File: src/rtl/pn_sym_sched.sv
// -----------------------------------------------------------------------------
// pn_sym_sched
//   Sequencer between the PN15 bit source and the digital modulators.
//   It paces the PN source at a programmable bit rate and packs PN bits into
//   1..SYM_W-bit symbols. Each frame starts with an alternating
//   0 / all-ones preamble. Symbols go out on a valid/ready handshake, and the
//   PN source is stalled under backpressure.
//
//   Optional build macro: PN_SCHED_LOOP_EN
//     defined   : continuous framing (PAY -> PRE at frame end; exit only by stop/reset)
//     undefined : single shot (PAY -> IDLE at frame end)
//
// Ports
//   clk        system clock, posedge
//   rst        asynchronous active-low reset
//   start      1-cycle pulse, starts a frame from IDLE
//   stop       aborts the frame, returns to IDLE (highest priority)
//   div        bit period = div+1 clocks, latched at start
//   mode       bits per symbol (0 -> 1, clipped to SYM_W), latched at start
//   pn_bit     current PN bit, sampled while pn_en is high
//   pn_en      1-cycle advance strobe to the PN generator
//   sym_data   right-justified symbol, first bit in MSB of the used field
//   sym_valid  symbol valid, held until accepted
//   sym_ready  modulator accepts on sym_valid & sym_ready
//   busy       high in PRE or PAY
//   frame_done 1-cycle pulse after the last payload symbol is accepted
// -----------------------------------------------------------------------------
module pn_sym_sched #(
  parameter int unsigned DIV_W     = 16,
  parameter int unsigned SYM_W     = 3,
  parameter int unsigned PRE_LEN   = 16,
  parameter int unsigned FRAME_LEN = 1024
) (
  input  logic             clk,
  input  logic             rst,
  input  logic             start,
  input  logic             stop,
  input  logic [DIV_W-1:0] div,
  input  logic [1:0]       mode,
  input  logic             pn_bit,
  output logic             pn_en,
  output logic [SYM_W-1:0] sym_data,
  output logic             sym_valid,
  input  logic             sym_ready,
  output logic             busy,
  output logic             frame_done
);

  localparam int unsigned MW     = $clog2(SYM_W + 1);
  localparam int unsigned MAXLEN = (PRE_LEN > FRAME_LEN) ? PRE_LEN : FRAME_LEN;
  localparam int unsigned CW     = $clog2(MAXLEN + 1);
  localparam logic [CW-1:0] PRE_N   = CW'(PRE_LEN);
  localparam logic [CW-1:0] FRAME_N = CW'(FRAME_LEN);

  typedef enum logic [1:0] {IDLE, PRE, PAY} state_t;

  state_t           state, state_nx;
  logic [DIV_W-1:0] div_l, cnt;
  logic [MW-1:0]    mode_l, mode_eff, bit_cnt, bits_after;
  logic [SYM_W-1:0] acc;
  logic [CW-1:0]    gen_cnt, sym_cnt, phase_len;
  logic             pre_bit;
  logic             active, acc_full, accept, stall, gen_done;
  logic             tick, load, filled, last_acc, in_bit;

  assign mode_eff = (mode == 2'd0)          ? MW'(1) :
                    (32'(mode) > SYM_W)     ? MW'(SYM_W) : MW'(mode);

  assign active    = (state != IDLE);
  assign phase_len = (state == PAY) ? FRAME_N : PRE_N;
  assign acc_full  = (bit_cnt == mode_l);
  assign accept    = sym_valid && sym_ready;
  assign stall     = sym_valid && !sym_ready && acc_full;
  // Once every symbol of the phase has been assembled, the divider parks and
  // no further bits are drawn until the phase changes.
  assign gen_done  = (gen_cnt == phase_len);
  assign tick      = active && !stop && !gen_done && !stall && (cnt == div_l);
  // A full accumulator moves to the output register whenever that register
  // is empty or being emptied this cycle; a tick in the same cycle starts
  // the next symbol in the freshly cleared accumulator.
  assign load       = active && !stop && acc_full && (!sym_valid || sym_ready);
  assign bits_after = (load ? '0 : bit_cnt) + MW'(1);
  assign filled     = tick && (bits_after == mode_l);
  assign last_acc   = accept && (sym_cnt == phase_len - CW'(1));
  assign in_bit     = (state == PAY) ? pn_bit : pre_bit;

  always_comb begin
    state_nx = state;
    pn_en    = 1'b0;
    busy     = active;
    case (state)
      IDLE: if (start && !stop) state_nx = PRE;
      PRE: begin
        if (stop)          state_nx = IDLE;
        else if (last_acc) state_nx = PAY;
      end
      PAY: begin
        pn_en = tick;
        if (stop)          state_nx = IDLE;
`ifdef PN_SCHED_LOOP_EN
        else if (last_acc) state_nx = PRE;
`else
        else if (last_acc) state_nx = IDLE;
`endif
      end
      default: state_nx = IDLE;
    endcase
  end

  always_ff @(posedge clk or negedge rst) begin
    if (!rst) begin
      state      <= IDLE;
      div_l      <= '0;
      mode_l     <= '0;
      cnt        <= '0;
      bit_cnt    <= '0;
      acc        <= '0;
      gen_cnt    <= '0;
      sym_cnt    <= '0;
      pre_bit    <= 1'b0;
      sym_data   <= '0;
      sym_valid  <= 1'b0;
      frame_done <= 1'b0;
    end else begin
      state      <= state_nx;
      frame_done <= (state == PAY) && !stop && last_acc;
      if (!active || stop) begin
        if (!active && start && !stop) begin
          div_l  <= div;
          mode_l <= mode_eff;
        end
        cnt       <= '0;
        bit_cnt   <= '0;
        acc       <= '0;
        gen_cnt   <= '0;
        sym_cnt   <= '0;
        pre_bit   <= 1'b0;
        sym_data  <= '0;
        sym_valid <= 1'b0;
      end else begin
        if (tick || gen_done)  cnt <= '0;
        else if (cnt != div_l) cnt <= cnt + DIV_W'(1);

        if (load) begin
          sym_data  <= acc;
          sym_valid <= 1'b1;
        end else if (accept) begin
          sym_valid <= 1'b0;
        end

        if (tick) begin
          acc     <= load ? SYM_W'(in_bit) : ((acc << 1) | SYM_W'(in_bit));
          bit_cnt <= bits_after;
        end else if (load) begin
          acc     <= '0;
          bit_cnt <= '0;
        end

        if (filled) begin
          gen_cnt <= gen_cnt + CW'(1);
          pre_bit <= ~pre_bit;
        end

        if (last_acc) begin
          sym_cnt <= '0;
          gen_cnt <= '0;
          pre_bit <= 1'b0;
          cnt     <= '0;
        end else if (accept) begin
          sym_cnt <= sym_cnt + CW'(1);
        end
      end
    end
  end

endmodule

File: config.mk
export PLATFORM = sky130hd
export DESIGN_NAME = pn_sym_sched
export DESIGN_NICKNAME = d
export VERILOG_FILES = /design/src/rtl/pn_sym_sched.sv
export SDC_FILE = /design/constraint.sdc
export NUM_CORES = 1
export LEC_CHECK = 0
export ABC_CLOCK_PERIOD_IN_PS = 1860
export CORE_MARGIN = 5
export CORE_UTILIZATION = 53
export CTS_CLUSTER_DIAMETER = 40
export DETAILED_ROUTE_END_ITERATION = 16
export PLACE_DENSITY = 0.85
export SLEW_MARGIN = 30
export SYNTH_ARGS = -nofsm -noshare
export SYNTH_HDL_FRONTEND = slang
export SYNTH_SLANG_ARGS = --single-unit
File: constraint.sdc
create_clock -name clk -period 1.86 [get_ports clk]
set_input_delay 0.186 -clock clk [delete_from_list [all_inputs] [get_ports clk]]
set_output_delay 0.186 -clock clk [all_outputs]
set_load 0.1 [all_outputs]
# --- After elaboration in Yosys (flattened, before gate mapping) ---
# Index checks and enable logic that the tools add are counted.
classes:
  n_addsub: 5
  eq_ne: 11
  n_mux: 35
  n_bitwise: 2
  reduce_logical: 36
ops:
  columns: ["operator", "count"]
  rows:
  - ["$mux 11", 7]
  - ["$mux 16", 4]
  - ["$add 11x1->11 const B", 2]
  - ["$eq 11x11->1", 2]
  - ["$mux 2", 9]
  - ["$mux 3", 6]
  - ["$add 16x1->16 const B", 1]
  - ["$eq 16x16->1", 1]
  - ["$logic_and 1x1->1", 16]
  - ["$ne 16x16->1", 1]
  - ["$reduce_bool 3->1", 4]
  - ["$sub 11x1->11 const B", 1]
  - ["$mux 1", 8]
  - ["$logic_not 1->1", 6]
  - ["$ne 3x3->1 const B", 2]
  - ["$pmux 2 s3", 1]
  - ["$eq 2x2->1", 2]
  - ["$logic_not 2->1", 2]
  - ["$reduce_bool 2->1", 2]
  - ["$reduce_bool 4->1", 1]
  - ["$logic_or 1x1->1", 3]
  - ["$or 3x1->3", 1]
  - ["$reduce_and 3->1", 1]
  - ["$add 2x1->2 const B", 1]
  - ["other kinds (5)", 5]
word_totals:
  ff_bits: 69
  output_inout_bits: 7
  word_cells: 101

# --- Depth between registers and ports, before layout ---
logic_depth:
  ltp_word: 11
  mapped_depth: 8

# --- Least setup slack after synthesis ---
# OpenSTA, ideal clock, no wires.
synth_timing:
  path_kind: "flip-flop to output port"
  startpoint: "reg sym_valid"
  endpoint: "out pn_en"
  arrival_time_ns: 3.157
  t_required_ns: 1.674
  path_slack_ns: -1.483
  path_stages_with_launch: 6
  path_cell_list: "dfrtp_1 -> nand2b_1 -> nor3_1 -> a311oi_1 -> nand2_1 -> nor2_1"
synth_between:
  elab_chain_cells: 6
synth_lines:
  columns: ["element", "line_no", "text"]
  rows:
  - ["start, declared", "43", "output logic sym_valid,"]
  - ["start signal, assigned", "122", "sym_valid <= 1'b0;"]
  - ["start signal, assigned", "139", "sym_valid <= 1'b0;"]
  - ["start signal, assigned", "146", "sym_valid <= 1'b1;"]
  - ["$logic_and 1x1->1 (2 in series)", "73", "assign stall = sym_valid && !sym_ready && acc_full;"]
  - ["$logic_not 1->1", "77", "assign tick = active && !stop && !gen_done && !stall && (cnt == div_l);"]
  - ["$logic_and 1x1->1 (2 in series)", "77", null]
  - ["$mux 1", "91", "case (state)"]
  - ["end, declared", "41", "output logic pn_en,"]
# Every way passes these cells.

# --- Final worst setup path ---
layout_timing:
  startpoint: "reg div_l[3]"
  endpoint: "out pn_en"
layout_between:
  elab_chain_cells: 3
layout_lines:
  columns: ["element", "line_no", "text"]
  rows:
  - ["start, declared", "58", "logic [DIV_W-1:0] div_l, cnt;"]
  - ["start signal, assigned", "129", "div_l <= div;"]
  - ["$eq 16x16->1", "77", null]
  - ["$logic_and 1x1->1", "77", null]
  - ["$mux 1", "91", null]
# Every way passes these cells.

==> metrics.txt <==
run status finished with violations; failing checks negative setup slack; Worst Path Required 1670 ps; Post-synth EDFFs 0; R2R Setup Slk -550 ps; clock latency on the worst-skew pair 370 ps; WL/cell 20.1 µm; worst r2r src div_l[3]; Root Driver clkbuf_8; Pleak 2.26 nW; Port Buffers 30; Cell Pwr Density 651 nW/µm²; Final setup violation count 34; Worst Setup End Kind output pin; synth top area cells dfrtp_1, mux2_2, xnor2_1, nand4_1, nand3_1; DR iter-0 viols 373; Design Area, Final 5470 µm²; global placer's final weighted congestion 0.881; Post-Syn Nets 417; post-synthesis sequential area ratio 0.450; # DRC 0; Die Y 95.1 µm; cell area after synthesis 3840 µm²; synthesis-stage register bit count 69; Area growth syn-to-layout 42.6%; ANT nets after route 0; diode count 0; CTS sink count 69; commonest non-fill, non-tap cell in the layout buf_4; Reg2Reg Depth 6; Routed WL 12,200 µm; RSZ-0062 raised after global routing true; GRT overflow 0; Tightest Pin Transition 520 ps; Hold Crit Class input port to asynchronous set/reset pin; Clock Pin Slew Worst Setup and Hold Paths 80 ps; top-area cell type share of the netlist area 0.450; number of global-route vias before repair 3,864; Via-to-Cell Ratio 6.29; FP Rows 31; Fmax 414 MHz; Die Wd 95.1 µm; placed cell area 4940 µm²; Final nets 529; GRT Total Usage 0.272; clk_skew 12.9 ps; clock buffer count from CTS 9; maximum clock insertion buffer count 2; I/O pin count 31; relative slew slack 0.653; ratio of cells with drive above 1 in the final layout 0.362; initial antenna violation count 0; Netlist cell types 52; syn_area_per_cell 9.86 µm²; fraction of registers with async set/reset 1.00; Tmin final 2410 ps; DP HPWL 7440 µm; leading area contributor after synthesis dfrtp_1; synth warn 0; Max Cap Violations 0; Slew Viols, Final 0; CP arrival 2230 ps; final hold viol count 0; crit path max fanout 2; Pre-antenna DRT Iters 5; Period Utilization, post-route 1.30; Startpoint Class flip-flop; final worst slack -554 ps; core footprint 7140 µm²; maximum VDD drop 0.556 mV; initial core utilization 0.538; Gate Count Post-Synth 389; DIE AREA 9040 µm²; first-pass GRT wire length 18,800 µm; DR vias 3,803; CTS tree done; Max H-tree Level 3; fin util 0.767; RR Endpoint pre_bit; top_reg_cell synth dfrtp_1; commonest non-fill, non-tap cells in the layout buf_4, dfrtp_1, nand3_1, nand2_1; Setup CP Type flip-flop to output pin; largest net degree at the start of global routing 33
[where the power goes]
part,internal [mW],switching [mW]
logic,0.302,0.295
clock network,0.640,0.671
registers,1.58,0.0754
[critical path, cell delays in order, from the launching register on]
cell	delay, ps
dfrtp_1	430
xnor2_2	220
nand4_1	180
buf_4	190
nor4_4	290
buf_4	180
nand2_4	70
nor2_4	120
buf_12	180
[flip-flops by register name (all words and copies together), names as in the netlist, 2 cells and up]
register / count
div_l: 16
sym_data: 3
mode_l: 2
cnt: 16
state: 2
gen_cnt: 11
acc: 3
sym_cnt: 11
bit_cnt: 2
[cells by family (layout without fill, tap and decap cells)]
kind of cell,count (synthesis),count (layout),synth area share
AOI/OAI and AO/OA,70,70,0.116
xor gates and xnor gates,29,29,0.0681
adders and majority gates,4,4,0.0130
buffers and inverters,29,146,0.0381
DFF,69,69,0.450
muxes,29,29,0.0812
and+or+nand+nor,159,159,0.233
[synth_stat cells, types with 2 or more instances]
cell and n:
nor3_1 15, inv_1 8, mux2i_1 12, mux2_2 17
a21oi_1 24, o31ai_1 11, nor2_1 21, nand4_1 22
o21ai_0 13, o211ai_1 3, dfrtp_1 69, nand3b_1 12
ha_1 4, and2_1 2, or4_1 9, xor2_1 8
buf_6 3, nand2_1 26, and3_1 2, xnor2_1 20
clkbuf_1 6, o21ai_1 4, buf_2 12, or2_2 2
nand2b_1 3, nor4_2 3, nand3_1 25, or3_1 7
nor2b_1 3
[how the worst max path moves through the flow]
stage | from | endpoint | slack [ps] | depth (start not counted)
floorplan | cnt[3] | pn_en | -340 | 8
global placement | stop | gen_cnt[3] | -180 | 6
detailed placement | div_l[1] | gen_cnt[0] | -240 | 6
CTS | cnt[1] | pn_en | -390 | 8
global route | div_l[7] | pn_en | -690 | 8
finish | div_l[3] | pn_en | -550 | 8
[area by class of cell]
type	instances	area, µm²
Clock buffer	9	124
Clock inverter	7	81.3
Fill cell	430	1660
Inverter	8	30.0
Multi-Input combinational cell	291	2280
Sequential cell	69	1730
Tap cell	99	124
Timing Repair Buffer	122	1100
[per-stage QoR]
stage / hold WS, ps / worst slack [ps] / power [mW] / instances / TNS, ps
detailed placement: 182 / -237 / 2.20 / 573 / -3640
global placement: 174 / -179 / 2.17 / 573 / -2970
global route: 379 / -688 / 3.68 / 605 / -15230
floorplan: -110 / -342 / 1.95 / 389 / -3030
CTS: 331 / -393 / 3.52 / 601 / -9830
finish: 323 / -554 / 3.56 / 605 / -13630
[what timing repair did]
item / 4_1_cts / 5_1_grt
setup endpoints to repair: 35 / 45
pin swaps: 20 / 10
hold buffers: 1 / 0
resized for setup: 24 / 17
gates cloned: 1 / 1
hold endpoints to repair: 18 / 0
setup buffers: 11 / 5
[metal layers]
layer / track usage / part of all wire / up-vias
li1: - / - / 1658
met1: 0.310 / 0.36 / 1864
met2: 0.486 / 0.51 / 212
met3: 0.0537 / 0.069 / 69
met4: 0.131 / 0.057 / 0
met5: 0 / 0 / -
Power figures use the tool's default switching activity.
